$ cat src/rtl/interpolator.sv
// rtl/interpolator.sv - per-channel xRATE upsampler (repeat or zero-stuff) on a channel-tagged stream
module interpolator #(
  parameter int RATE       = 5,
  parameter bit ZERO_STUFF = 1'b0
) (
  input  logic        s_axis_aclk,
  input  logic        s_axis_areset,
  input  logic [23:0] s_axis_tdata,
  input  logic        s_axis_tvalid,
  output logic        s_axis_tready,
  input  logic [2:0]  s_axis_tuser,
  input  logic        s_axis_tlast,
  output logic [23:0] m_axis_tdata,
  output logic        m_axis_tvalid,
  input  logic        m_axis_tready,
  output logic [2:0]  m_axis_tuser,
  output logic        m_axis_tlast
);

  localparam int PW = (RATE > 1) ? $clog2(RATE) : 1;
  localparam logic [PW-1:0] PH_LAST = PW'(RATE - 1);

  typedef enum logic {ST_IDLE, ST_EMIT} state_t;

  state_t        state;
  logic [23:0]   sample;
  logic [2:0]    chan;
  logic          last_flag;
  logic [PW-1:0] phase;
  logic          final_beat;
  logic          take_in;

  assign final_beat    = (state == ST_EMIT) && m_axis_tready && (phase == PH_LAST);
  // Ready is held low during reset so no beat can be accepted and lost.
  assign s_axis_tready = !s_axis_areset && ((state == ST_IDLE) || final_beat);
  assign take_in       = s_axis_tvalid && s_axis_tready;

  always_ff @(posedge s_axis_aclk or posedge s_axis_areset) begin
    if (s_axis_areset) begin
      state     <= ST_IDLE;
      sample    <= '0;
      chan      <= '0;
      last_flag <= 1'b0;
      phase     <= '0;
    end else begin
      case (state)
        ST_IDLE: begin
          if (take_in) begin
            sample    <= s_axis_tdata;
            chan      <= s_axis_tuser;
            last_flag <= s_axis_tlast;
            phase     <= '0;
            state     <= ST_EMIT;
          end
        end
        ST_EMIT: begin
          if (m_axis_tready) begin
            if (phase != PH_LAST) begin
              phase <= phase + PW'(1);
            end else if (take_in) begin
              // Back-to-back: the next sample starts without an idle bubble.
              sample    <= s_axis_tdata;
              chan      <= s_axis_tuser;
              last_flag <= s_axis_tlast;
              phase     <= '0;
            end else begin
              state <= ST_IDLE;
            end
          end
        end
        default: state <= ST_IDLE;
      endcase
    end
  end

  assign m_axis_tvalid = (state == ST_EMIT);
  assign m_axis_tdata  = (!ZERO_STUFF || (phase == '0)) ? sample : 24'd0;
  assign m_axis_tuser  = chan;
  assign m_axis_tlast  = last_flag && (phase == PH_LAST) && (state == ST_EMIT);

endmodule

$ cat config.mk
export PLATFORM = sky130hd
export DESIGN_NAME = interpolator
export DESIGN_NICKNAME = d
export VERILOG_FILES = /design/src/rtl/interpolator.sv
export SDC_FILE = /design/constraint.sdc
export NUM_CORES = 1
export LEC_CHECK = 0
export CORE_MARGIN = 2
export CORE_UTILIZATION = 45
export CTS_CLUSTER_DIAMETER = 80
export DETAILED_ROUTE_END_ITERATION = 16
export DONT_BUFFER_PORTS = 1
export MAX_ROUTING_LAYER = met4
export SLEW_MARGIN = 20
export SYNTH_ARGS = -nofsm -noshare
export SYNTH_HDL_FRONTEND = slang
export SYNTH_SLANG_ARGS = --single-unit
export TNS_END_PERCENT = 50
$ cat constraint.sdc
create_clock -name s_axis_aclk -period 2 [get_ports s_axis_aclk]
set_input_delay 0.2 -clock s_axis_aclk [delete_from_list [all_inputs] [get_ports s_axis_aclk]]
set_output_delay 0.2 -clock s_axis_aclk [all_outputs]
set_load 0.01 [all_outputs]
=== Word level (Yosys, flattened, before mapping) ===
Cells that the tools add are included.
Widths: inputs -> output; s select.

* Flip-flop bits (word level): 32
* Bits in latches: 0
* RAM bits: 0
* Bits in read-only memories: 0
* Word-level logic and storage cells: 40
* Memories kept: 0

* Add/subtract/negate cells: 1
* Multipliers: 0
* Divide/modulo/power cells: 0
* $lt $le $gt $ge: 0
* Eq/ne operators: 4
* Shifts and indexed selects: 0
* Multiplexer cells: 20
* Bitwise operators: 1
* Reduce and logical (&&, ||, !) cells: 9

{| class="wikitable"
|+ Operators by type and width
! kind !! number
|-
| $mux 24 || 3
|-
| $pmux 24 s2 || 1
|-
| $mux 3 || 6
|-
| $pmux 3 s2 || 2
|-
| $logic_and 1x1->1 || 6
|-
| $mux 1 || 6
|-
| $ne 2x2->1 const B || 2
|-
| $pmux 1 s2 || 2
|-
| $add 3x1->3 const B || 1
|-
| $eq 3x3->1 const B || 1
|-
| $ne 3x3->1 const B || 1
|-
| $reduce_and 2->1 || 1
|-
| $logic_not 1->1 || 1
|-
| $logic_or 1x1->1 || 1
|-
| $not 1->1 || 1
|}

=== Longest topological paths before layout ===
Gate-level depths: netlist of the first run.

* Word-level depth: 9
* Depth in mapped cells: 6
* Mapped depth without buffers: 5

=== Least setup slack after synthesis of the first run ===
No wires, ideal clock.

* Path kind: register to register
* From: register phase[0]
* To: register sample[10], in the netlist m_axis_tdata[10]
* Data arrival time: 1.440 ns
* Data required time: 1.875 ns
* Path slack: 0.435 ns
* Cell stages (with the launch flop): 7
* Buffers on the path: 1
* Cells stage by stage: dfrtp_1 > inv_1 > ha_1 > nand3_1 > a21oi_4 > buf_6 > mux2_2

* Longest elaborated chain between the ends: 9
* Elaborated cells between the ends (all ways): 12
* Those cells by class: eq/ne: 3; mux: 4; reduce/logical: 5

{| class="wikitable"
|+ RTL lines
! item !! line !! text
|-
| from (decl) || 29 || <nowiki>logic [PW-1:0] phase;</nowiki>
|-
| from (signal assigned) || 59 || <nowiki>phase <= phase + PW'(1);</nowiki>
|-
| $eq 3x3->1 || 33 || <nowiki>assign final_beat = (state == ST_EMIT) && m_axis_tready && (phase == PH_LAST);</nowiki>
|-
| $logic_and 1x1->1 || 33 ||
|-
| $logic_or 1x1->1 || 35 || <nowiki>assign s_axis_tready = !s_axis_areset && ((state == ST_IDLE) || final_beat);</nowiki>
|-
| $logic_and 1x1->1 || 35 ||
|-
| $logic_and 1x1->1 || 36 || <nowiki>assign take_in = s_axis_tvalid && s_axis_tready;</nowiki>
|-
| $mux 24 (3 in series) || - ||
|-
| $pmux 24 s2 || - ||
|-
| to (signal assigned) || 49 || <nowiki>sample <= s_axis_tdata;</nowiki>
|-
| to (signal assigned) || 62 || <nowiki>sample <= s_axis_tdata;</nowiki>
|-
| to (decl) || 26 || <nowiki>logic [23:0] sample;</nowiki>
|}

Parallel ways exist; a longest one is shown, timed or not. The select of a mux whose other input is x is not followed.
A chain may end at the register's enable or synchronous reset.

=== Worst setup path in the final report of the first run ===
* From: register phase[0]
* To: register sample[18], in the netlist m_axis_tdata[18]

The elaborated chain is that of the path after synthesis.

==> summary.md, run 1 <==
| Metric | Value |
|---|---|
| Leakage power total | 0.710 nW |
| Total grt overflow | 0 |
| Async SR Flop Fraction | 100% |
| Req. time, crit path | 2.21 ns |
| Initial DRC Count | 13 |
| F_max | 0.572 GHz |
| Placed instance area | 1320 um2 |
| Clk root buf | clkbuf_4 |
| RSZ-0062 raised after global routing | no |
| Synthesized cell area | 1290 um2 |
| VDD IR-drop max | 1.10 mV |
| Final WL | 2370 um |
| Worst-margin pin slew | 0.504 ns |
| First-pass GRT wire length | 3710 um |
| Routed vias/inst | 5.36 |
| CTS Sinks | 32 |
| Fin crit share | 87.4% |
| Post-synthesis register bit count | 32 |
| CTS tree | done |
| WS Path Type | flip-flop to flip-flop |
| Synth area leader | dfrtp_1 |
| Drt pass-1 iters | 3 |
| Max-cap violations | 0 |
| Largest net degree at the start of global routing | 20 |
| # setup viols final | 0 |
| Yosys Warn Count | 0 |
| Critical path startpoint | phase[0]$_DFFE_PP0P_ |
| Clk buf depth | 2 |
| Post-synthesis compound-gate area fraction | 4.25% |
| Worst EP arrival | 1.96 ns |
| Row Count | 19 |
| DR DRC count | 0 |
| GRT Max-Usage Layer | met2 |
| Ports | 62 |
| Post-Synth XOR/XNOR Area | 0% |
| Initial antenna violation count | 0 |
| Cells after Synth | 86 |
| Largest family of logic cells by synthesized area | multiplexers |
| Routed WL per cell | 16.4 um |
| Hold slack | 0.0201 ns |
| Final ANT Viol Nets | 0 |
| Clock Skew | 0.00836 ns |
| Register area share after synthesis | 61.8% |
| Global-route track usage on met3 | 7.59% |
| Final core area utilization | 59.2% |
| Vias in the first global route | 788 |
| Combinational Power Share | 22.6% |
| Synth Area in Simple Gates | 4.15% |
| CP max FO | 17 |
| Hold wc startpoint | s_axis_tdata[20] |
| Multi-input combinational cell area | 449 um2 |
| Tightest Hold Check Type | input pin to flip-flop |
| Multiplexer share of the synthesized area | 24.3% |
| # H-tree levels | 2 |
| Top cells by count, synth | 32 x dfrtp_1, 24 x mux2_2, 4 x mux2_1 |
| GRT Overall Usage | 16.0% |
| Reg2Reg Launch Point | phase[0]$_DFFE_PP0P_ |
| Post-layout nets | 147 |
| Slowest stage delay, CP | 0.41 ns |
| Setup TNS Final | 0 ns |
| Area delta synth->final | 24.9% |
| Mean post-synth cell area | 15.1 um2 |
| Die Y | 57.6 um |
| Crit-path slowest cell | dfrtp_1 |
| Max-slew violation count | 0 |
| Post-synthesis adder-cell area fraction | 1.93% |
| Tmin final | 1.75 ns |
| Crit. End Element | flip-flop |
| Number of enable flip-flop cells after synthesis | 0 |
| Synth cell types | 18 |
| ANT cells | 0 |
| DPL Wire Length | 1590 um |
| Switching share of power | 32.5% |
| CORE AREA | 2730 um2 |
| Register area | 801 um2 |
| Grt met1 use | 16.1% |
| Critical Path Source Type | flip-flop |
| Met2 Usage GRT | 26.8% |
| Fillers | 217 |
| CP Buf/Inv Count | 2 |
| Final Hold Vio Count | 0 |
| Syn Nets | 120 |
| Post-CTS setup buffer count | 0 |
| Clock transition at path regs | 0.10 ns |
| Most common cell in the netlist | dfrtp_1 |
| Synth area leaders | dfrtp_1 62%, mux2_2 21%, mux2_1 3.5% |
| CTS buffer count | 5 |
| Most used flip-flop cell after synthesis | dfrtp_1 |
| Layout cells sized above 1 | 31.6% |
| Internal power | 1.65 mW |
| Die W | 57.6 um |
| Rel. slew slack | 66.3% |
| Status | completed |
| Initial Util | 47.4% |
| Clock power frac | 22.2% |
| PortBufs | 0 |
| Area of the die | 3320 um2 |
| Power Density | 1510 nW/um2 |
| Seq pwr share | 55.2% |
| Family with the most delay on the worst path | flip-flops |
| Design area | 1620 um2 |
| Area share of the largest cell type after synthesis | 61.8% |
| Gpl congestion | 0.709 |
| P_sw | 0.793 mW |
| Clock Latency Late Sink | 0.33 ns |
| Crit path cell chain | inv_1 > ha_1 > nand3_1 > a21oi_4 > buf_4 > mux2_1 |
| Vias | 777 |
-- path summary, 6_finish.rpt --
kind,endpoint,slack [ns],cells after the start
max in group asynchronous,m_axis_tvalid$_DFF_PP0_,1.04,3
worst max-delay path,m_axis_tdata[18]$_DFFE_PP0P_,0.25,6
worst min register to register,last_flag$_DFFE_PP0P_,0.52,1
min in group asynchronous,m_axis_tdata[0]$_DFFE_PP0P_,0.34,2
worst max register to register,m_axis_tdata[18]$_DFFE_PP0P_,0.25,6
worst min-delay path,m_axis_tdata[20]$_DFFE_PP0P_,0.02,1
-- area by class of cell --
class	instances	share of cell area, %
Multi-Input combinational cell	48	27.8
Clock inverter	1	1.86
Sequential cell	32	49.5
Clock buffer	7	4.02
Inverter	3	0.696
Timing Repair Buffer	23	13.8
Tap cell	31	2.40
-- layout by cell type (no fill, tap or decap) --
cell,Yosys,layout
dfrtp_1,32,32
mux2_2,24,24
dlygate4sd3_1,0,20
clkbuf_4,0,5
mux2_1,4,4
nand2_1,3,3
o21ai_0,3,3
inv_1,3,3
buf_4,0,3
nand3_1,2,2
a21oi_1,2,2
ha_1,2,2
clkbuf_8,0,2
nand2b_1,1,1
a21oi_4,1,1
and2_1,1,1
or3_1,1,1
nor3b_1,1,1
a31oi_1,1,1
a211oi_1,1,1
and3_1,1,1
bufinv_16,0,1
-- power groups by stage --
stage	registers, mW	logic (mW)	clock network (mW)
final	1.35	0.552	0.542
after floorplan	1.29	0.467	0
after CTS	1.35	0.553	0.563
after global routing	1.38	0.626	0.586
after global placement	1.36	0.499	0
after detailed placement	1.36	0.531	0
-- worst register-to-register path: cells and delay by family (launching register included) --
kind	cells	cell delay, ns
compound gates	1	0.19
fa+ha+maj	1	0.18
buf+inv	2	0.33
flops	1	0.41
mux	1	0.37
simple gates	1	0.17
-- layer usage --
metal | wire length, um | up-vias
li1 | - | 355
met4 | 43 | 0
met1 | 904 | 384
met5 | 0 | -
met2 | 1230 | 33
met3 | 190 | 5
-- cells by family (layout without fill, tap and decap cells) --
group                      after synthesis  after routing
AOI/OAI and AO/OA                        8              8
DFF                                     32             32
and+or+nand+nor                         10             10
adders and majority gates                2              2
muxes                                   28             28
buffers and inverters                    6             34
-- what timing repair did --
action / CTS / global route
hold buffers: 13 / 7
endpoints found under the hold margin: 25 / 7
resized for setup: 0 / 0
endpoints found under the setup margin: 0 / 0
-- flip-flops by register name, summed over array words and instances, names as in the netlist --
| register | count |
|---|---|
| m_axis_tdata | 24 |
| m_axis_tuser | 3 |
| phase | 3 |
| last_flag | 1 |
| m_axis_tvalid | 1 |
-- through the flow --
step / total power [mW] / instances / worst slack, ns
after floorplan: 1.76 / 86 / 0.435
after global placement: 1.86 / 117 / 0.320
after detailed placement: 1.89 / 117 / 0.246
after CTS: 2.47 / 138 / 0.239
after global routing: 2.60 / 145 / 0.179
final: 2.44 / 145 / 0.252
Note: power is estimated with default switching activity, not from simulation.
==> run 2, diff against run 1 <==
MAX_ROUTING_LAYER = unset   (was met4)
==> results of run 2 <==
No change in the layout: final DEF, timing and power equal those of run 1.
Among the figures that moved: final weighted congestion in routability-driven placement 0.709 -> 0.701; via count of the first global-routing pass 788 -> 786; overall routing resource usage 16.0% -> 15.5%; met1 usage 16.1% -> 15.5%; met3 usage 7.59% -> 8.48%
==> run 3, diff against run 2 <==
CORE_MARGIN = 8   (was 2)
==> run 3 against run 2 <==
Effect of this change: sequential power about the same; clock power is 14% lower; clock-buffer cell count fell by 1; utilization is 4.6 points lower; cell area decreased by 7.0%; maximum frequency rose by 1.9%; register-to-register slack better by 0.03 ns; non-clock buffer count decreased by 11; critical path type unchanged; largest cell class unchanged; largest power group unchanged.
==> summary.md, run 3 (synthesized netlist as in run 1, its figures left out) <==
| Metric | Value |
|---|---|
| Final Hold Vio Count | 0 |
| CTS Sinks | 32 |
| Die Y | 69.6 um |
| ANT cells | 0 |
| PortBufs | 0 |
| Worst EP arrival | 1.93 ns |
| GRT Overall Usage | 10.8% |
| Crit-path slowest cell | dfrtp_1 |
| Vias in the first global route | 842 |
| Met1 WL | 804 um |
| Vias | 735 |
| Initial Util | 47.0% |
| Setup TNS Final | 0 ns |
| Req. time, crit path | 2.21 ns |
| Critical Path Source Type | flip-flop |
| Row Count | 19 |
| CP Buf/Inv Count | 2 |
| WL met3 | 311 um |
| Ports | 62 |
| RSZ-0062 raised after global routing | no |
| Fillers | 228 |
| DR DRC count | 0 |
| Routed vias/inst | 5.49 |
| Drt pass-1 iters | 4 |
| # H-tree levels | 2 |
| Most common cell after layout, fill and taps aside | dfrtp_1 |
| # setup viols final | 0 |
| Die W | 69.6 um |
| Gpl congestion | 0.729 |
| VDD IR-drop max | 0.979 mV |
| Area of the die | 4850 um2 |
| DPL Wire Length | 1750 um |
| Crit. End Element | flip-flop |
| Clock Latency Late Sink | 0.32 ns |
| Layout cells sized above 1 | 33.0% |
| Clk buf depth | 2 |
| Largest net degree at the start of global routing | 33 |
| Clock transition at path regs | 0.10 ns |
| CTS tree | done |
| Crit path cell chain | inv_1 > ha_1 > nand3_1 > a21oi_4 > buf_12 > mux2_2 |
| Clock Skew | 0.00761 ns |
| Tightest Hold Check Type | input pin to flip-flop |
| Status | completed |
| Max-slew violation count | 0 |
| CORE AREA | 2760 um2 |
| Final ANT Viol Nets | 0 |
| Area delta synth->final | 16.1% |
| Slowest stage delay, CP | 0.41 ns |
| CTS buffer count | 5 |
| F_max | 0.583 GHz |
| Final WL | 2480 um |
| Post-CTS setup buffer count | 0 |
| Max FFs per register | 24 |
| DR WL met2 | 1350 um |
| Most frequent cells in the layout | 32 x dfrtp_1, 24 x mux2_2, 10 x dlygate4sd3_1, 5 x clkbuf_4, 4 x mux2_1 |
| Initial antenna violation count | 0 |
| First-pass GRT wire length | 4220 um |
| Initial DRC Count | 33 |
| Total grt overflow | 0 |
| Worst-margin pin slew | 0.396 ns |
| Max Used Layer | met4 |
| R2r setup slk | 0.28 ns |
| Rel. slew slack | 73.6% |
| Fin crit share | 85.8% |
| Routed WL per cell | 18.5 um |
| WS Path Type | flip-flop to flip-flop |
| CP max FO | 30 |
| Family with the most delay on the worst path | flip-flops |
| Power Density | 1560 nW/um2 |
| Post-layout nets | 136 |
| Max-cap violations | 0 |
| Tmin final | 1.72 ns |
| Final core area utilization | 54.5% |
| Leakage power total | 0.656 nW |
| Clk root buf | clkbuf_4 |
## run 3: final timing paths
kind,from,endpoint,depth (start not counted)
hold / removal,s_axis_tdata[13],m_axis_tdata[13]$_DFFE_PP0P_,1
hold reg to reg,last_flag$_DFFE_PP0P_,last_flag$_DFFE_PP0P_,1
max in group asynchronous,s_axis_areset,last_flag$_DFFE_PP0P_,3
setup reg to reg,phase[0]$_DFFE_PP0P_,m_axis_tdata[15]$_DFFE_PP0P_,6
setup / recovery,phase[0]$_DFFE_PP0P_,m_axis_tdata[15]$_DFFE_PP0P_,6
min in group asynchronous,s_axis_areset,m_axis_tdata[12]$_DFFE_PP0P_,3
## run 3: stage by stage
| step | hold WS [ns] | instances | setup WS (ns) | power [mW] | cell area [um2] |
|---|---|---|---|---|---|
| 5_1_grt | 0.00268 | 134 | 0.142 | 2.52 | 1500 |
| 6_report | 0.0200 | 134 | 0.284 | 2.34 | 1500 |
| 3_3_place_gp | 0.193 | 116 | 0.347 | 1.87 | 1330 |
| 3_5_place_dp | 0.203 | 116 | 0.298 | 1.91 | 1330 |
| 2_1_floorplan | 0.316 | 86 | 0.435 | 1.76 | 1290 |
| 4_1_cts | 0.000771 | 130 | 0.283 | 2.39 | 1460 |
## run 3: report_power, final
part / internal, mW / switching (mW) / leakage (nW) / total (mW)
Sequential: 0.974 / 0.374 / 0.383 / 1.35
Clock: 0.262 / 0.202 / 0.0422 / 0.464
Combinational: 0.331 / 0.201 / 0.231 / 0.533
## run 3: layer usage
metal,global-route usage (%),vias to the layer above
met1,9.77,363
met2,18.2,38
met4,6.70,0
li1,-,332
met3,6.29,2
met5,0,-
## run 3: area by class of cell
class	count	area (um2)	share of cell area [%]
sequential	32	801	53.2
multi-input combinational	48	449	29.9
timing repair buffer	12	128	8.49
clock buffer	6	41.3	2.75
tap	31	38.8	2.58
clock inverter	2	35.0	2.33
inverter	3	11.3	0.749
## run 3: repair_timing
item                      CTS  global route
gates resized for setup     0             0
hold buffers                6             4
hold endpoints to repair   37             4
